<file path="src/rtl/fir_ss_writer.sv">
// AXI4-Stream input side of the FIR core: clears the data RAM on start, buffers
// incoming samples in a small FIFO and commits one per core request as a circular buffer.
module fir_ss_writer #(
    parameter int pDATA_WIDTH    = 32,
    parameter int TAP_NUM_WIDTH  = 10,
    parameter int DATA_NUM_WIDTH = 10,
    parameter int FIFO_DEPTH     = 4
) (
    input  logic                      clk,
    input  logic                      rst_n,
    input  logic                      in_ap_start,
    input  logic [TAP_NUM_WIDTH-1:0]  in_tap_num,
    input  logic [DATA_NUM_WIDTH-1:0] in_data_num,
    input  logic                      in_ss_tvalid,
    input  logic [pDATA_WIDTH-1:0]    in_ss_tdata,
    input  logic                      in_ss_tlast,
    output logic                      out_ss_tready,
    input  logic                      in_core_data_req,
    output logic                      out_data_EN,
    output logic [pDATA_WIDTH/8-1:0]  out_data_WE,
    output logic [TAP_NUM_WIDTH-1:0]  out_data_A,
    output logic [pDATA_WIDTH-1:0]    out_data_Di,
    output logic [TAP_NUM_WIDTH-1:0]  out_head_ptr,
    output logic                      out_sample_written,
    output logic                      out_core_stall,
    output logic                      out_clr_wait,
    output logic                      out_wr_done,
    output logic                      out_tlast_err
);
    localparam int PW = $clog2(FIFO_DEPTH);
    localparam logic [PW:0] DEPTH_C = (PW+1)'(FIFO_DEPTH);

    typedef enum logic [1:0] {IDLE, CLR, RUN} state_t;
    state_t state;

    logic [TAP_NUM_WIDTH-1:0]  tap_l, clr_cnt, wr_ptr, ptr_next;
    logic [DATA_NUM_WIDTH-1:0] dnum_l, acc_cnt, cmt_cnt, cnt_after;
    logic                      pending;
    logic [pDATA_WIDTH-1:0]    fifo_mem [FIFO_DEPTH];
    logic [PW-1:0]             rd_idx, wr_idx;
    logic [PW:0]               fcnt;
    logic active, fifo_full, fifo_empty, push, pop, serve, direct, req_acc, last_beat, clr_more;

    // A request seen while another is being served becomes the new pending one,
    // since the FIFO can only pop once per cycle.
    always_comb begin
        active        = (state == CLR) || (state == RUN);
        fifo_full     = (fcnt == DEPTH_C);
        fifo_empty    = (fcnt == '0);
        out_ss_tready = active && !fifo_full && (acc_cnt < dnum_l);
        push          = in_ss_tvalid && out_ss_tready;
        last_beat     = (acc_cnt == dnum_l - 1'b1);
        serve         = (state == RUN) && pending && !fifo_empty;
        cnt_after     = cmt_cnt + DATA_NUM_WIDTH'(serve);
        req_acc       = in_core_data_req && (state == RUN) && (!pending || serve)
                        && (cnt_after < dnum_l);
        direct        = req_acc && !serve && !fifo_empty;
        pop           = serve || direct;
        clr_more      = ({1'b0, clr_cnt} + 1'b1) < {1'b0, tap_l};
        ptr_next      = (tap_l == '0 || wr_ptr == tap_l - 1'b1) ? '0 : wr_ptr + 1'b1;
        out_core_stall = pending;
        out_clr_wait   = (state == CLR);
    end

    always_ff @(posedge clk) begin
        if (push) fifo_mem[wr_idx] <= in_ss_tdata;
    end

    always_ff @(posedge clk) begin
        if (!rst_n) begin
            state              <= IDLE;
            tap_l              <= '0;
            dnum_l             <= '0;
            clr_cnt            <= '0;
            acc_cnt            <= '0;
            cmt_cnt            <= '0;
            wr_ptr             <= '0;
            pending            <= 1'b0;
            rd_idx             <= '0;
            wr_idx             <= '0;
            fcnt               <= '0;
            out_data_EN        <= 1'b0;
            out_data_WE        <= '0;
            out_data_A         <= '0;
            out_data_Di        <= '0;
            out_head_ptr       <= '0;
            out_sample_written <= 1'b0;
            out_wr_done        <= 1'b0;
            out_tlast_err      <= 1'b0;
        end else begin
            out_data_EN        <= 1'b0;
            out_data_WE        <= '0;
            out_sample_written <= 1'b0;
            out_wr_done        <= 1'b0;

            if (push) begin
                wr_idx  <= wr_idx + 1'b1;
                acc_cnt <= acc_cnt + 1'b1;
                if (in_ss_tlast != last_beat) out_tlast_err <= 1'b1;
            end
            fcnt <= fcnt + (PW+1)'(push) - (PW+1)'(pop);

            if (pop) begin
                rd_idx             <= rd_idx + 1'b1;
                cmt_cnt            <= cmt_cnt + 1'b1;
                out_data_EN        <= 1'b1;
                out_data_WE        <= '1;
                out_data_A         <= wr_ptr;
                out_data_Di        <= fifo_mem[rd_idx];
                out_head_ptr       <= wr_ptr;
                out_sample_written <= 1'b1;
                wr_ptr             <= ptr_next;
            end

            if (serve) pending <= 1'b0;
            if (req_acc && !direct) pending <= 1'b1;

            case (state)
                IDLE: begin
                    if (in_ap_start) begin
                        tap_l         <= in_tap_num;
                        dnum_l        <= in_data_num;
                        out_tlast_err <= 1'b0;
                        clr_cnt       <= '0;
                        acc_cnt       <= '0;
                        cmt_cnt       <= '0;
                        wr_ptr        <= '0;
                        pending       <= 1'b0;
                        rd_idx        <= '0;
                        wr_idx        <= '0;
                        fcnt          <= '0;
                        state         <= CLR;
                        if (in_tap_num != '0) begin
                            out_data_EN <= 1'b1;
                            out_data_WE <= '1;
                            out_data_A  <= '0;
                            out_data_Di <= '0;
                        end
                    end
                end
                CLR: begin
                    if (clr_more) begin
                        clr_cnt     <= clr_cnt + 1'b1;
                        out_data_EN <= 1'b1;
                        out_data_WE <= '1;
                        out_data_A  <= clr_cnt + 1'b1;
                        out_data_Di <= '0;
                    end else if (dnum_l == '0) begin
                        state       <= IDLE;
                        out_wr_done <= 1'b1;
                    end else begin
                        state <= RUN;
                    end
                end
                RUN: begin
                    if (cmt_cnt == dnum_l) begin
                        state       <= IDLE;
                        out_wr_done <= 1'b1;
                    end
                end
                default: state <= IDLE;
            endcase
        end
    end
endmodule

</file>
<file path="config.mk">
export PLATFORM = sky130hd
export DESIGN_NAME = fir_ss_writer
export DESIGN_NICKNAME = d
export VERILOG_FILES = /design/src/rtl/fir_ss_writer.sv
export SDC_FILE = /design/constraint.sdc
export NUM_CORES = 1
export LEC_CHECK = 0
export CAP_MARGIN = 15
export CORE_ASPECT_RATIO = 0.5
export CORE_MARGIN = 2
export CORE_UTILIZATION = 59
export DETAILED_ROUTE_END_ITERATION = 10
export PLACE_DENSITY_LB_ADDON = 0.2
export RECOVER_POWER = 50
export SYNTH_ARGS = -nofsm -noshare
export SYNTH_HDL_FRONTEND = slang
export SYNTH_SLANG_ARGS = --single-unit
</file>
<file path="constraint.sdc">
create_clock -name clk -period 7.9 [get_ports clk]
set_input_delay 1.58 -clock clk [delete_from_list [all_inputs] [get_ports clk]]
set_output_delay 1.58 -clock clk [all_outputs]
set_load 0.005 [all_outputs]
</file>
== Word-level counts from Yosys, hierarchy flattened ==
Memory sizes are Yosys's and may differ from the RTL's. A register that Yosys moved wholly into a read port is not among the register bits.
Index checks and enable logic that the tools add are counted.
Storage, ports and cells
  RAM bits: 128
  input port bits: 58
  output and inout bits: 63
  flip-flop bits (word level): 130
  memories kept: 1
Memories
  fifo_mem: words 4, bits a word 32, read ports 1, clocked after memory_dff 1, write ports 1, RTL line 39  | logic [pDATA_WIDTH-1:0] fifo_mem [FIFO_DEPTH];
Cells by class
  reductions and logical operators: 29
  magnitude comparators: 3
  eq/ne operators: 11
  mux-type cells: 61
  $add $sub $neg: 12
Operator list (count)
  $mux 10: 16
  $mux 32: 4
  $pmux 32 s2: 1
  $add 10x1->10 const B: 4
  $pmux 10 s2: 2
  $eq 10x10->1: 3
  $mux 2: 11
  $logic_not 10->1: 2
  $lt 10x10->1: 2
  $sub 10x1->10 const B: 2
  $mux 1: 17
  $mux 4: 4
  $add 10x1->11 const B: 1
  $logic_and 1x1->1: 11
  $lt 11x10->1: 1
  $add 10x1->10: 1
  $reduce_bool 10->1: 1
  $pmux 4 s2: 1
  $mux 3: 2
  $pmux 2 s3: 1
  $reduce_and 3->1: 2
  $logic_not 1->1: 5
  $add 2x1->2 const B: 2
  $logic_or 1x1->1: 4
  13 further kinds: 16

== Longest topological paths before layout ==
Gate-level depths: netlist of the first run.
  depth in word-level cells: 13
  mapped depth: 23
  mapped depth without buffers: 21

== Worst setup path after synthesis of the first run ==
OpenSTA, ideal clock, no wires.
  path type: reg2reg
  from: register fcnt[1]
  to: register fcnt[2]
  stages on the path, launching flop included: 22
  period minus slack after synthesis: 4.349 ns
  path slack: 3.551 ns
  setup time: 0.127 ns
  buffers on the path: 2
  arrival: 4.222 ns
  cell sequence: dfxtp_1 > or3_1 > and3_1 > ha_1 > ha_1 > xor2_1 > ha_1 > o211ai_1 > nor2_1 > nor4_4 > o311ai_2 > inv_2 > buf_2 > buf_1 > ha_1 > inv_1 > ha_1 > inv_1 > fa_1 > xor2_1 > xnor2_1 > nor2_1
Between the ends
  cells in the longest elaborated chain, start to end: 12
  elaborated cells between the ends (all ways): 21
  those cells by class: add/sub (3); order compare (1); eq/ne (1); mux (2); reduce/logical (14)
RTL lines
  from (decl): RTL line 41  | logic [PW:0] fcnt;
  from (signal assigned): RTL line 101  | fcnt <= fcnt + (PW+1)'(push) - (PW+1)'(pop);
  $logic_not 3->1 *: RTL line 49  | fifo_empty = (fcnt == '0);
  $logic_not 1->1 *: RTL line 53, 57
  $logic_and 1x1->1: RTL line 53  | serve = (state == RUN) && pending && !fifo_empty;
  $add 10x1->10 or $logic_or 1x1->1 (tied branches): RTL line 54, 55
  $lt 10x10->1 or $logic_and 1x1->1 (tied branches): RTL line 56, 55
  $logic_and 1x1->1: RTL line 56  | && (cnt_after < dnum_l);
  $logic_and 1x1->1 (2 in series): RTL line 57  | direct = req_acc && !serve && !fifo_empty;
  $logic_or 1x1->1 *: RTL line 58  | pop = serve || direct;
  via pop: RTL line 42  | logic active, fifo_full, fifo_empty, push, pop, serve, direct, req_acc, last_beat, clr_more;
  $sub 3x1->3 *: RTL line 101
  $mux 3: RTL line 120  | if (in_ap_start) begin
  $mux 3 *: RTL line 118  | case (state)
The timed path passes the listed nets; every way through them passes the cells marked *.
A chain may end at the register's enable or synchronous reset.

== Worst setup path after layout of the first run ==
  from: register dnum_l[6]
  to: output port out_ss_tready
Between the ends
  cells in the longest elaborated chain, start to end: 2
RTL lines
  from (decl): RTL line 37  | logic [DATA_NUM_WIDTH-1:0] dnum_l, acc_cnt, cmt_cnt, cnt_after;
  from (signal assigned): RTL line 122  | dnum_l <= in_data_num;
  $lt 10x10->1: RTL line 50  | out_ss_tready = active && !fifo_full && (acc_cnt < dnum_l);
  $logic_and 1x1->1: RTL line 50
  to (decl): RTL line 17  | output logic out_ss_tready,
Every way passes these cells.

==> metrics.md, run 1 <==
| Metric | Value |
|---|---|
| Drt first pass iters | `5` |
| Placed insts | `1365` |
| Via count | `8204` |
| Synth top cells by count | `163 x nand2_1, 128 x edfxtp_1, 126 x dfxtp_1` |
| Row count | `36` |
| Required time of the worst setup path | `6.32 ns` |
| Total grt overflow | `0` |
| Max Clock Freq | `214 MHz` |
| Synth top area share | `0.333` |
| Die height | `103 um` |
| Post-CTS sizing | `0` |
| Drc violations | `0` |
| Status | `finished clean` |
| Vias/cell | `5.82` |
| Fraction of registers with async set/reset | `0` |
| R2R setup slack | `3.38 ns` |
| Power per cell area | `224 mW/mm^2` |
| Count leader, synth | `nand2_1` |
| Clock-pin slew on the worst setup and hold paths | `0.07 ns` |
| Largest stage delay, worst path | `0.56 ns` |
| 1st-iter DRT viols | `569` |
| Worst EP arrival | `3.09 ns` |
| Num CTS Buffers | `23` |
| TritonCTS clock tree | `yes` |
| Initial antenna violation count | `0` |
| Cells after synthesis | `1034` |
| Minimum clock period | `4.67 ns` |
| Worst path cell trace | `inv_1, ha_1, a211o_1, a2111o_1, a21boi_0, clkdlybuf4s50_1` |
| Routed Antenna Nets | `0` |
| FF-to-FF path depth | `13` |
| Sequential share of the synthesized area | `0.552` |
| Clock power share | `0.392` |
| WS Path Type | `reg2out` |
| Nets | `1230` |
| Number of setup buffers added after CTS | `0` |
| Comb pwr share | `0.129` |
| Worst Setup EP | `out_ss_tready` |
| # IOs | `121` |
| Synth top area cells | `edfxtp_1 33%, dfxtp_1 22%, mux4_2 6.2%` |
| Final setup vio count | `0` |
| Yosys warnings | `0` |
| H-Tree Depth | `1` |
| EDFF count, synth | `128` |
| Dominant synthesized flop cell | `edfxtp_1` |
| Reg2reg end | `out_data_A[6]` |
| Syn_nets | `1138` |
| RePlAce Congestion | `0.858` |
| CP bufs+invs | `2` |
| Skew final | `0.0113 ns` |
| Worst hold path type | `reg2reg` |
| Max FO, Critical Path | `7` |
| Avg WL per Cell | `18.7 um` |
| Distinct cells, synth | `68` |
| DRT Wirelength | `26300 um` |
| Avg Inst Size Synth | `11.2 sq um` |
| Final count of hold timing violations | `0` |
| Clk root buf | `clkbuf_16` |
| Crit path max-delay family | `compound AO/OA/AOI/OAI gates` |
| Switching portion of total power | `0.254` |
| Tcrit/Tclk final | `0.591` |
| Worst VDD drop | `0.000154 V` |
| Switch Pwr | `0.000780 W` |
| Vias in the first global route | `7834` |
| Startpoint class of the critical path | `register` |
| Power Total | `0.00307 W` |
| Rel. slew slack | `0.289` |
| Max Slew Vio Count | `0` |
| Largest net degree at the start of global routing | `69` |
| Reg power frac | `0.479` |
| Critical path depth in cells | `6` |
| Die area | `0.0207 sq mm` |
| Share of layout cells above drive strength 1 | `0.0814` |
| Cell taking the most area after synthesis | `edfxtp_1` |
| IO Port Bufs | `120` |
| Clk sinks | `254` |
| Initial Utilization | `0.597` |
| N_diodes | `0` |
| Launch point of the worst path | `dnum_l[6]` |
| Core area | `0.0193 sq mm` |
| DP HPWL | `17400 um` |
| Crit-path slowest cell | `clkdlybuf4s50_1` |
| Post-route cell area | `0.0137 sq mm` |
| Yosys reg bits | `254` |
| FF-to-FF Start | `clr_cnt[0]` |
| Worst slew pin tran | `1.07 ns` |
| Crit end category | `primary output` |
| Die Wd | `202 um` |
| Internal | `0.00229 W` |
| Mapped Area | `0.0115 sq mm` |
| Post-CTS Hold Buffers | `0` |
| Layout Area Growth over Synthesis | `18.8%` |
| Leakage | `4.93 nW` |
| RSZ-0062 raised after global routing | `false` |
| Setup TNS | `0 ns` |
| First-pass GRT wire length | `41400 um` |
| Clock Tree Buf Depth | `3` |
| Max_cap viols | `0` |
| Total GRT Usage | `0.255` |
| Final std cells w/o fill | `1409` |
| Worst-Skew Late Latency | `0.54 ns` |
| Placed Area | `0.0129 sq mm` |
[cells by family (layout without fill, tap and decap cells)]
kind of cell | Yosys count | count (layout) | synth area share
buffers and inverters | 105 | 214 | 0.0381
DFF | 254 | 254 | 0.552
AOI/OAI and AO/OA | 183 | 183 | 0.0989
and+or+nand+nor | 338 | 338 | 0.140
xor gates and xnor gates | 74 | 74 | 0.0562
muxes | 34 | 34 | 0.0642
adders and majority gates | 46 | 46 | 0.0506
[power groups by stage]
stage | Combinational, W | Clock, W | Sequential, W
finish | 0.000395 | 0.00120 | 0.00147
global route | 0.000435 | 0.00128 | 0.00147
CTS | 0.000399 | 0.00122 | 0.00147
detailed placement | 0.000396 | 0 | 0.00150
global placement | 0.000384 | 0 | 0.00149
floorplan | 0.000282 | 0 | 0.00148
[routing by layer]
| layer | global-route usage | wire [um] |
|---|---|---|
| met1 | 0.371 | 12000 |
| met5 | 0 | 0 |
| met4 | 0.0492 | 323 |
| met3 | 0.0503 | 2060 |
| met2 | 0.406 | 11900 |
[worst register-to-register path, stage by stage, from the launching register on]
cell,delay [ns]
dfxtp_1,0.47
ha_1,0.28
and3_1,0.23
and3_1,0.22
nand3_1,0.10
xnor2_1,0.33
ha_1,0.32
a211oi_1,0.33
o221ai_1,0.23
a31oi_2,0.69
nor2b_1,0.29
o21ai_4,0.20
buf_4,0.45
o21ai_0,0.22
[how the worst min path moves through the flow]
stage	cells after the start	endpoint	slack (ns)	startpoint
detailed placement	2	out_data_Di[0]	0.45	out_data_Di[0]
finish	2	out_data_Di[0]	0.45	out_data_Di[0]
CTS	2	out_data_Di[0]	0.46	out_data_Di[0]
global placement	2	out_head_ptr[3]	0.45	out_head_ptr[3]
global route	2	out_data_Di[0]	0.47	out_data_Di[0]
floorplan	2	out_data_Di[0]	0.45	out_data_Di[0]
[flip-flops by register name, indices dropped and copies added, names as in the netlist, 3 cells and up]
signal	flops
tap_l	10
clr_cnt	10
out_head_ptr	10
out_data_A	10
cmt_cnt	10
acc_cnt	10
out_data_Di	32
dnum_l	10
wr_ptr	10
fifo_mem	128
fcnt	3
[through the flow]
step,worst slack [ns],hold slack [ns],utilization
after floorplan,3.55,0.453,-
after global placement,3.35,0.445,0.666
after detailed placement,3.29,0.449,0.666
after CTS,3.28,0.458,0.708
after global routing,3.10,0.472,0.709
final,3.23,0.452,0.709
[placed cells by master, fill, tap and decap left out, types with 4 or more instances in the layout]
| master | synthesis | final |
|---|---|---|
| mux4_2 | 32 | 32 |
| nor2_1 | 50 | 50 |
| bufinv_16 | 0 | 4 |
| and2_1 | 5 | 5 |
| a31oi_1 | 10 | 10 |
| a21o_1 | 4 | 4 |
| dfxtp_1 | 126 | 125 |
| clkdlybuf4s50_1 | 0 | 26 |
| ha_1 | 45 | 45 |
| inv_1 | 38 | 38 |
| xnor2_1 | 41 | 41 |
| nand3_1 | 25 | 25 |
| o31ai_1 | 6 | 6 |
| o21ai_0 | 22 | 22 |
| o22ai_1 | 9 | 9 |
| nand4_1 | 22 | 22 |
| clkbuf_16 | 0 | 23 |
| dlygate4sd3_1 | 0 | 94 |
| a21boi_0 | 11 | 11 |
| or3_1 | 7 | 7 |
| xor2_1 | 33 | 33 |
| clkbuf_1 | 39 | 4 |
| nor4_1 | 8 | 8 |
| o211ai_1 | 5 | 5 |
| nor2b_1 | 8 | 8 |
| and3_1 | 17 | 17 |
| nand2_1 | 163 | 163 |
| nand2b_1 | 7 | 7 |
| a21oi_1 | 85 | 85 |
| a211oi_1 | 5 | 5 |
| edfxtp_1 | 128 | 128 |
| nor3_1 | 8 | 8 |
| buf_4 | 5 | 12 |
[cell type report]
class | instances | area (sq um)
clock buffers | 28 | 614
clock inverters | 14 | 194
fillers | 1353 | 5630
inverters | 39 | 146
multi-input cells | 675 | 4750
flip-flops and latches | 254 | 6370
well taps | 266 | 333
repair buffers | 133 | 1290
Power figures use the tool's default switching activity.
==> inputs of run 2 (changes only) <==
CORE_UTILIZATION = 57   (was 59)
clock period = 4.3 ns   (was 7.9 ns; I/O delays follow)
==> run 2 against run 1 <==
The flow now finishes with violations (max-capacitance violations, max-slew violations). Routed wire length is 0.59% higher. Combinational power is 90% higher. Clock-buffer cell count is 2 higher. Worst hold slack better by 0.0052 ns. Clock skew is 0.0069 ns higher. Non-clock buffer count is 5 higher. Sequential power is 84% higher. First-iteration DRC count is 5.3% higher. Critical path depth is 14 higher. Largest power group unchanged.
==> metrics.md, run 2 (same netlist as run 1, synthesis figures left out) <==
| Metric | Value |
|---|---|
| Status | `complete, but fails checks (was finished clean)` |
| Violated checks | `max-capacitance violations, max-slew violations` |
| Drc violations | `0 (unchanged)` |
| Clk sinks | `254 (unchanged)` |
| DP HPWL | `17700 um (was 17400 um)` |
| Total GRT Usage | `0.251 (was 0.255)` |
| RSZ-0062 raised after global routing | `false (unchanged)` |
| Largest net degree at the start of global routing | `69 (unchanged)` |
| Largest stage delay, worst path | `0.41 ns (was 0.56 ns)` |
| Die area | `0.0215 sq mm (was 0.0207 sq mm)` |
| Final count of hold timing violations | `0 (unchanged)` |
| Vias in the first global route | `8138 (was 7834)` |
| Max Slew Vio Count | `39 (was 0)` |
| Num CTS Buffers | `23 (unchanged)` |
| Die height | `105 um (was 103 um)` |
| Max FFs per register | `128 (unchanged)` |
| 1st-iter DRT viols | `599 (was 569)` |
| Max_cap viols | `1 (was 0)` |
| Max FO, Critical Path | `4 (was 7)` |
| Total grt overflow | `0 (unchanged)` |
| Worst-Skew Late Latency | `0.54 ns (about the same)` |
| Highest-count cells in the layout ignoring fill and taps | `163 x nand2_1, 128 x edfxtp_1, 124 x dfxtp_1 (was 163 x nand2_1, 128 x edfxtp_1, 125 x dfxtp_1)` |
| DRT Wirelength | `26500 um (was 26300 um)` |
| Skew final | `0.0182 ns (was 0.0113 ns)` |
| Power Total | `0.00546 W (was 0.00307 W)` |
| Leakage | `4.92 nW (was 4.93 nW)` |
| Worst hold path type | `reg2reg (unchanged)` |
| H-Tree Depth | `1 (unchanged)` |
| Hold slack | `0.457 ns (was 0.452 ns)` |
| Drt first pass iters | `5 (unchanged)` |
| Routed Antenna Nets | `0 (unchanged)` |
| Clk root buf | `clkbuf_16 (unchanged)` |
| Share of layout cells above drive strength 1 | `0.0854 (was 0.0814)` |
| Startpoint class of the critical path | `register (unchanged)` |
| Commonest non-fill, non-tap cell in the layout | `nand2_1 (unchanged)` |
| WHS Endpoint | `out_data_Di[11] (was out_data_Di[0])` |
| Worst slew pin tran | `1.93 ns (was 1.07 ns)` |
| Hold path start | `out_data_Di[11] (was out_data_Di[0])` |
| Layout Area Growth over Synthesis | `19.0% (was 18.8%)` |
| Number of setup buffers added after CTS | `0 (unchanged)` |
| Avg WL per Cell | `18.7 um (about the same)` |
| Core area | `0.0196 sq mm (was 0.0193 sq mm)` |
| Setup TNS | `0 ns (unchanged)` |
| Worst path cell trace | `or3_4, and3_1, ha_1, nand3_1, nor2_1, xor2_1, ha_1, a211oi_1, o2111a_1, a21o_1, o311ai_4, inv_2, ha_1, inv_1, ha_1, inv_1, fa_1, xor2_1, xnor2_1, nor2_1 (was inv_1, ha_1, a211o_1, a2111o_1, a21boi_0, clkdlybuf4s50_1)` |
| Post-CTS Hold Buffers | `0 (unchanged)` |
| IO Port Bufs | `120 (unchanged)` |
| Initial antenna violation count | `2 (was 0)` |
| Row count | `36 (unchanged)` |
| TritonCTS clock tree | `yes (unchanged)` |
| FF-to-FF Start | `fcnt[1] (was clr_cnt[0])` |
| Minimum clock period | `4.09 ns` |
| Fillers | `1461 (was 1353)` |
| R2R setup slack | `0.21 ns (was 3.38 ns)` |
| Via count | `8248 (was 8204)` |
| Nets | `1235 (was 1230)` |
| WS Path Type | `reg2reg (was reg2out)` |
| Worst EP arrival | `4.51 ns (was 3.09 ns)` |
| Worst VDD drop | `0.000314 V (was 0.000154 V)` |
| Power per cell area | `398 mW/mm^2 (was 224 mW/mm^2)` |
| CP bufs+invs | `3 (was 2)` |
| RePlAce Congestion | `0.857 (was 0.858)` |
| Clock Tree Buf Depth | `3 (unchanged)` |
| Required time of the worst setup path | `4.72 ns (was 6.32 ns)` |
| Crit end category | `register (was primary output)` |
| Initial Utilization | `0.587 (was 0.597)` |
| Crit-path slowest cell | `or3_4 (was clkdlybuf4s50_1)` |
| Final setup vio count | `0 (unchanged)` |
| Critical path depth in cells | `20 (was 6)` |
| WHS Path Cells | `2 (unchanged)` |
| Max Clock Freq | `245 MHz` |
| Most flop-heavy register | `fifo_mem (unchanged)` |
| CP dominant cell by count | `ha_1` |
| Layout Utilization | `0.699 (was 0.709)` |
| FF-to-FF path depth | `20 (was 13)` |
| Vias/cell | `5.83 (was 5.82)` |
| First-pass GRT wire length | `42500 um (was 41400 um)` |
| Clock-pin slew on the worst setup and hold paths | `0.06 ns (was 0.07 ns)` |
| # IOs | `121 (unchanged)` |
| Biggest regs | `fifo_mem (128), out_data_Di (32) (unchanged)` |
| Crit path max-delay family | `adder cells (was compound AO/OA/AOI/OAI gates)` |
| Die Wd | `205 um (was 202 um)` |
| Reg2reg end | `fcnt[2] (was out_data_A[6])` |
| Tcrit/Tclk final | `0.951` |
| Rel. slew slack | `-0.285 (was 0.289)` |
## run 2: cell types whose count changed in the layout (fill, tap and decap cells not counted), sizes merged
cell    before  now
buf         12   15
bufinv       4    2
clkbuf      29   33
clkinv       7    6
diode        0    2
## run 2: what timing repair did
action,CTS,global route
gates resized for setup,0,3
endpoints found under the hold margin,0,0
endpoints found under the setup margin,0,3
## run 2: routing by layer
| metal | GRT usage | vias to the layer above | routed length [um] |
|---|---|---|---|
| li1 | - | 3906 | - |
| met1 | 0.363 | 4009 | 12000 |
| met2 | 0.393 | 298 | 11900 |
| met3 | 0.0571 | 35 | 2200 |
| met4 | 0.0468 | 0 | 320 |
| met5 | 0 | - | 0 |
## run 2: worst max-delay path by stage
stage / end / slack [ns] / from
after global routing: fcnt[2] / 0.01 / fcnt[1]
after floorplan: fcnt[2] / 0.06 / fcnt[1]
after detailed placement: cmt_cnt[7] / 0.15 / fcnt[1]
after CTS: cmt_cnt[7] / 0.12 / fcnt[1]
after global placement: cmt_cnt[9] / 0.34 / fcnt[1]
final: fcnt[2] / 0.21 / fcnt[1]
## run 2: area by class of cell
| class | instances | area [sq um] | share of cell area |
|---|---|---|---|
| sequential | 254 | 6370 | 0.464 |
| multi-input combinational | 675 | 4760 | 0.347 |
| timing repair buffer | 138 | 1380 | 0.101 |
| clock buffer | 30 | 602 | 0.0439 |
| tap | 266 | 333 | 0.0243 |
| inverter | 39 | 146 | 0.0107 |
| clock inverter | 11 | 126 | 0.00921 |
| antenna | 2 | 5.00 | 0.000365 |
## run 2: worst reg2reg max path: stages, from the launching register on
cell,delay [ns]
dfxtp_1,0.36
or3_4,0.41
and3_1,0.21
ha_1,0.23
nand3_1,0.16
nor2_1,0.08
xor2_1,0.14
ha_1,0.32
a211oi_1,0.22
o2111a_1,0.25
a21o_1,0.14
o311ai_4,0.11
inv_2,0.09
ha_1,0.23
inv_1,0.06
ha_1,0.13
inv_1,0.05
fa_1,0.38
xor2_1,0.19
xnor2_1,0.15
nor2_1,0.05
## run 2: per-stage QoR
step	cell area (sq um)	setup slack, ns	cells
after floorplan	11500	0.0574	1034
after global placement	13000	0.344	1372
after detailed placement	13000	0.151	1372
after CTS	13700	0.121	1413
after global routing	13700	0.00990	1414
final	13700	0.211	1415
## run 2: report_power, final
group          switching (W)  total, W  leakage [nW]  internal, W
Sequential         0.0000733   0.00270          2.17      0.00262
Combinational       0.000425  0.000752          2.39     0.000327
Clock               0.000891   0.00201         0.355      0.00112
==> inputs of run 3 (changes only) <==
CORE_UTILIZATION = 46   (was 57)
GPL_TIMING_DRIVEN = 0   (was unset)
clock period = 3.48 ns   (was 4.3 ns; I/O delays follow)
==> run 3 against run 2 <==
The flow finishes with violations (negative setup slack). Flip-flop and latch count is the same. Die area grew 23%. Sequential power grew 23%. Routed wire length grew 5.3%. First-iteration DRC count grew 21%. Sequential share of layout area shrank 2.2 points. Critical path type unchanged.
==> metrics.md, run 3 (same netlist as run 1, synthesis figures left out) <==
| Metric | Value |
|---|---|
| CP dominant cell by count | `ha_4 (was ha_1)` |
| Final std cells w/o fill | `1542 (was 1415)` |
| Status | `complete, but fails checks (unchanged)` |
| Die Wd | `228 um (was 205 um)` |
| R2R setup slack | `-0.43 ns (was 0.21 ns)` |
| Placed insts | `1490 (was 1372)` |
| Setup ws final | `-0.434 ns (was 0.211 ns)` |
| Initial Utilization | `0.474 (was 0.587)` |
| DP HPWL | `19400 um (was 17700 um)` |
| Worst VDD drop | `0.000295 V (was 0.000314 V)` |
| Initial antenna violation count | `0 (was 2)` |
| Share of layout cells above drive strength 1 | `0.143 (was 0.0854)` |
| Routed Antenna Nets | `0 (unchanged)` |
| Place WS | `-0.951 ns (was 0.151 ns)` |
| Nets | `1292 (was 1235)` |
| Layout Area Growth over Synthesis | `25.1% (was 19.0%)` |
| Crit end category | `register (unchanged)` |
| FF-to-FF path depth | `21 (was 20)` |
| Row count | `40 (was 36)` |
| Leakage | `5.18 nW (was 4.92 nW)` |
| WS Path Type | `reg2reg (unchanged)` |
| Total GRT Usage | `0.210 (was 0.251)` |
| Via count | `8430 (was 8248)` |
| Max Slew Vio Count | `0 (was 39)` |
| Worst-Skew Late Latency | `0.55 ns (was 0.54 ns)` |
| Vias in the first global route | `8236 (was 8138)` |
| Largest stage delay, worst path | `0.36 ns (was 0.41 ns)` |
| # IOs | `121 (unchanged)` |
| Required time of the worst setup path | `3.89 ns (was 4.72 ns)` |
| Clock Tree Buf Depth | `3 (unchanged)` |
| H-Tree Depth | `1 (unchanged)` |
| Biggest regs | `fifo_mem (128), out_data_Di (32) (unchanged)` |
| Power per cell area | `499 mW/mm^2 (was 398 mW/mm^2)` |
| Worst hold path type | `reg2reg (unchanged)` |
| Num CTS Buffers | `24 (was 23)` |
| Clk sinks | `254 (unchanged)` |
| IO Port Bufs | `120 (unchanged)` |
| Minimum clock period | `3.91 ns (was 4.09 ns)` |
| N_diodes | `0 (was 2)` |
| Clock-pin slew on the worst setup and hold paths | `0.07 ns (was 0.06 ns)` |
| Worst slew pin tran | `0.854 ns (was 1.93 ns)` |
| Most flop-heavy register | `fifo_mem (unchanged)` |
| RePlAce Congestion | `0.915 (was 0.857)` |
| RSZ-0062 raised after global routing | `true (was false)` |
| Drt first pass iters | `5 (unchanged)` |
| Skew final | `0.0123 ns (was 0.0182 ns)` |
| Tcrit/Tclk final | `1.12 (was 0.951)` |
| Final setup vio count | `2 (was 0)` |
| Total grt overflow | `0 (unchanged)` |
| Max_cap viols | `0 (was 1)` |
| Avg WL per Cell | `18.1 um (was 18.7 um)` |
| Die area | `0.0264 sq mm (was 0.0215 sq mm)` |
| Commonest non-fill, non-tap cell in the layout | `nand2_1 (unchanged)` |
| Max Clock Freq | `256 MHz (was 245 MHz)` |
| Vias/cell | `5.47 (was 5.83)` |
| DRT Wirelength | `27900 um (was 26500 um)` |
| Rel. slew slack | `0.431 (was -0.285)` |
| Worst EP arrival | `4.33 ns (was 4.51 ns)` |
| Setup TNS | `-0.731 ns (was 0 ns)` |
| Crit-path slowest cell | `or3_4 (unchanged)` |
| TritonCTS clock tree | `yes (unchanged)` |
| Largest net degree at the start of global routing | `33 (was 69)` |
| WHS Path Cells | `2 (unchanged)` |
| First-pass GRT wire length | `44100 um (was 42500 um)` |
| Post-CTS Hold Buffers | `0 (unchanged)` |
| 1st-iter DRT viols | `726 (was 599)` |
| Max FFs per register | `128 (unchanged)` |
| Drc violations | `0 (unchanged)` |
| Die height | `116 um (was 105 um)` |
| Clk root buf | `clkbuf_16 (unchanged)` |
| Highest-count cells in the layout ignoring fill and taps | `163 x nand2_1, 128 x edfxtp_1, 117 x dfxtp_1 (was 163 x nand2_1, 128 x edfxtp_1, 124 x dfxtp_1)` |
| Worst path cell trace | `or3_4, and3_4, ha_4, ha_4, xor2_1, ha_1, o211ai_1, nor2_2, nor4_4, o311ai_4, inv_2, buf_8, buf_8, ha_4, inv_2, ha_4, inv_2, fa_2, xor2_1, xnor2_1, nor2_1 (was or3_4, and3_1, ha_1, nand3_1, nor2_1, xor2_1, ha_1, a211oi_1, o2111a_1, a21o_1, o311ai_4, inv_2, ha_1, inv_1, ha_1, inv_1, fa_1, xor2_1, xnor2_1, nor2_1)` |
| Violated checks | `negative setup slack (was max-capacitance violations, max-slew violations)` |
| Core area | `0.0243 sq mm (was 0.0196 sq mm)` |
| Max FO, Critical Path | `4 (unchanged)` |
| Final count of hold timing violations | `0 (unchanged)` |
| Fillers | `2017 (was 1461)` |
| Startpoint class of the critical path | `register (unchanged)` |
run 3: worst max-delay path, delay by kind of cell, from the launching register on:
family / cells / cell delay [ns]
and+or+nand+nor: 5 / 0.83
xor gates and xnor gates: 3 / 0.45
AOI/OAI and AO/OA: 2 / 0.44
adders and majority gates: 6 / 1.31
DFF: 1 / 0.34
buffers and inverters: 5 / 0.42
run 3: power breakdown:
| group | leakage [nW] | total [W] | switching (W) | internal, W |
|---|---|---|---|---|
| Sequential | 2.18 | 0.00332 | 0.0000793 | 0.00324 |
| Combinational | 2.58 | 0.00104 | 0.000584 | 0.000453 |
| Clock | 0.422 | 0.00283 | 0.00119 | 0.00164 |
run 3: final timing paths:
path | endpoint | start
setup / recovery | fcnt[2] | fcnt[1]
hold / removal | out_data_Di[29] | out_data_Di[29]
setup reg to reg | fcnt[2] | fcnt[1]
hold reg to reg | out_data_Di[29] | out_data_Di[29]
run 3: area by class of cell:
cell class              instances  area, sq um  area share
plain buffers                  58          338      0.0234
clock inverters                17          219      0.0152
clock buffers                  27          642      0.0445
repair buffers                136         1340      0.0927
flip-flops and latches        254         6380       0.442
well taps                     336          420      0.0291
inverters                      39          146      0.0101
multi-input cells             675         4940       0.342
run 3: per-stage QoR:
step	hold slack [ns]	cell area, sq um	util	total power [W]
4_1_cts	0.456	14300	0.588	0.00722
3_5_place_dp	0.447	13300	0.545	0.00435
5_1_grt	0.470	14400	0.593	0.00748
3_3_place_gp	0.444	13300	0.545	0.00433
2_1_floorplan	0.453	11600	-	0.00400
6_report	0.451	14400	0.593	0.00719
run 3: metal layers:
metal  part of all wire  global-route usage  wire length [um]
met5                  0                   0                 0
met4              0.017              0.0475               476
met3              0.054              0.0349              1510
met2               0.46               0.352             13000
met1               0.46               0.291             12900
run 3: what timing repair did:
action	CTS	global route
gates resized for setup	33	49
pin swaps	12	6
setup endpoints to repair	218	107
setup buffers	13	5
hold endpoints to repair	0	0
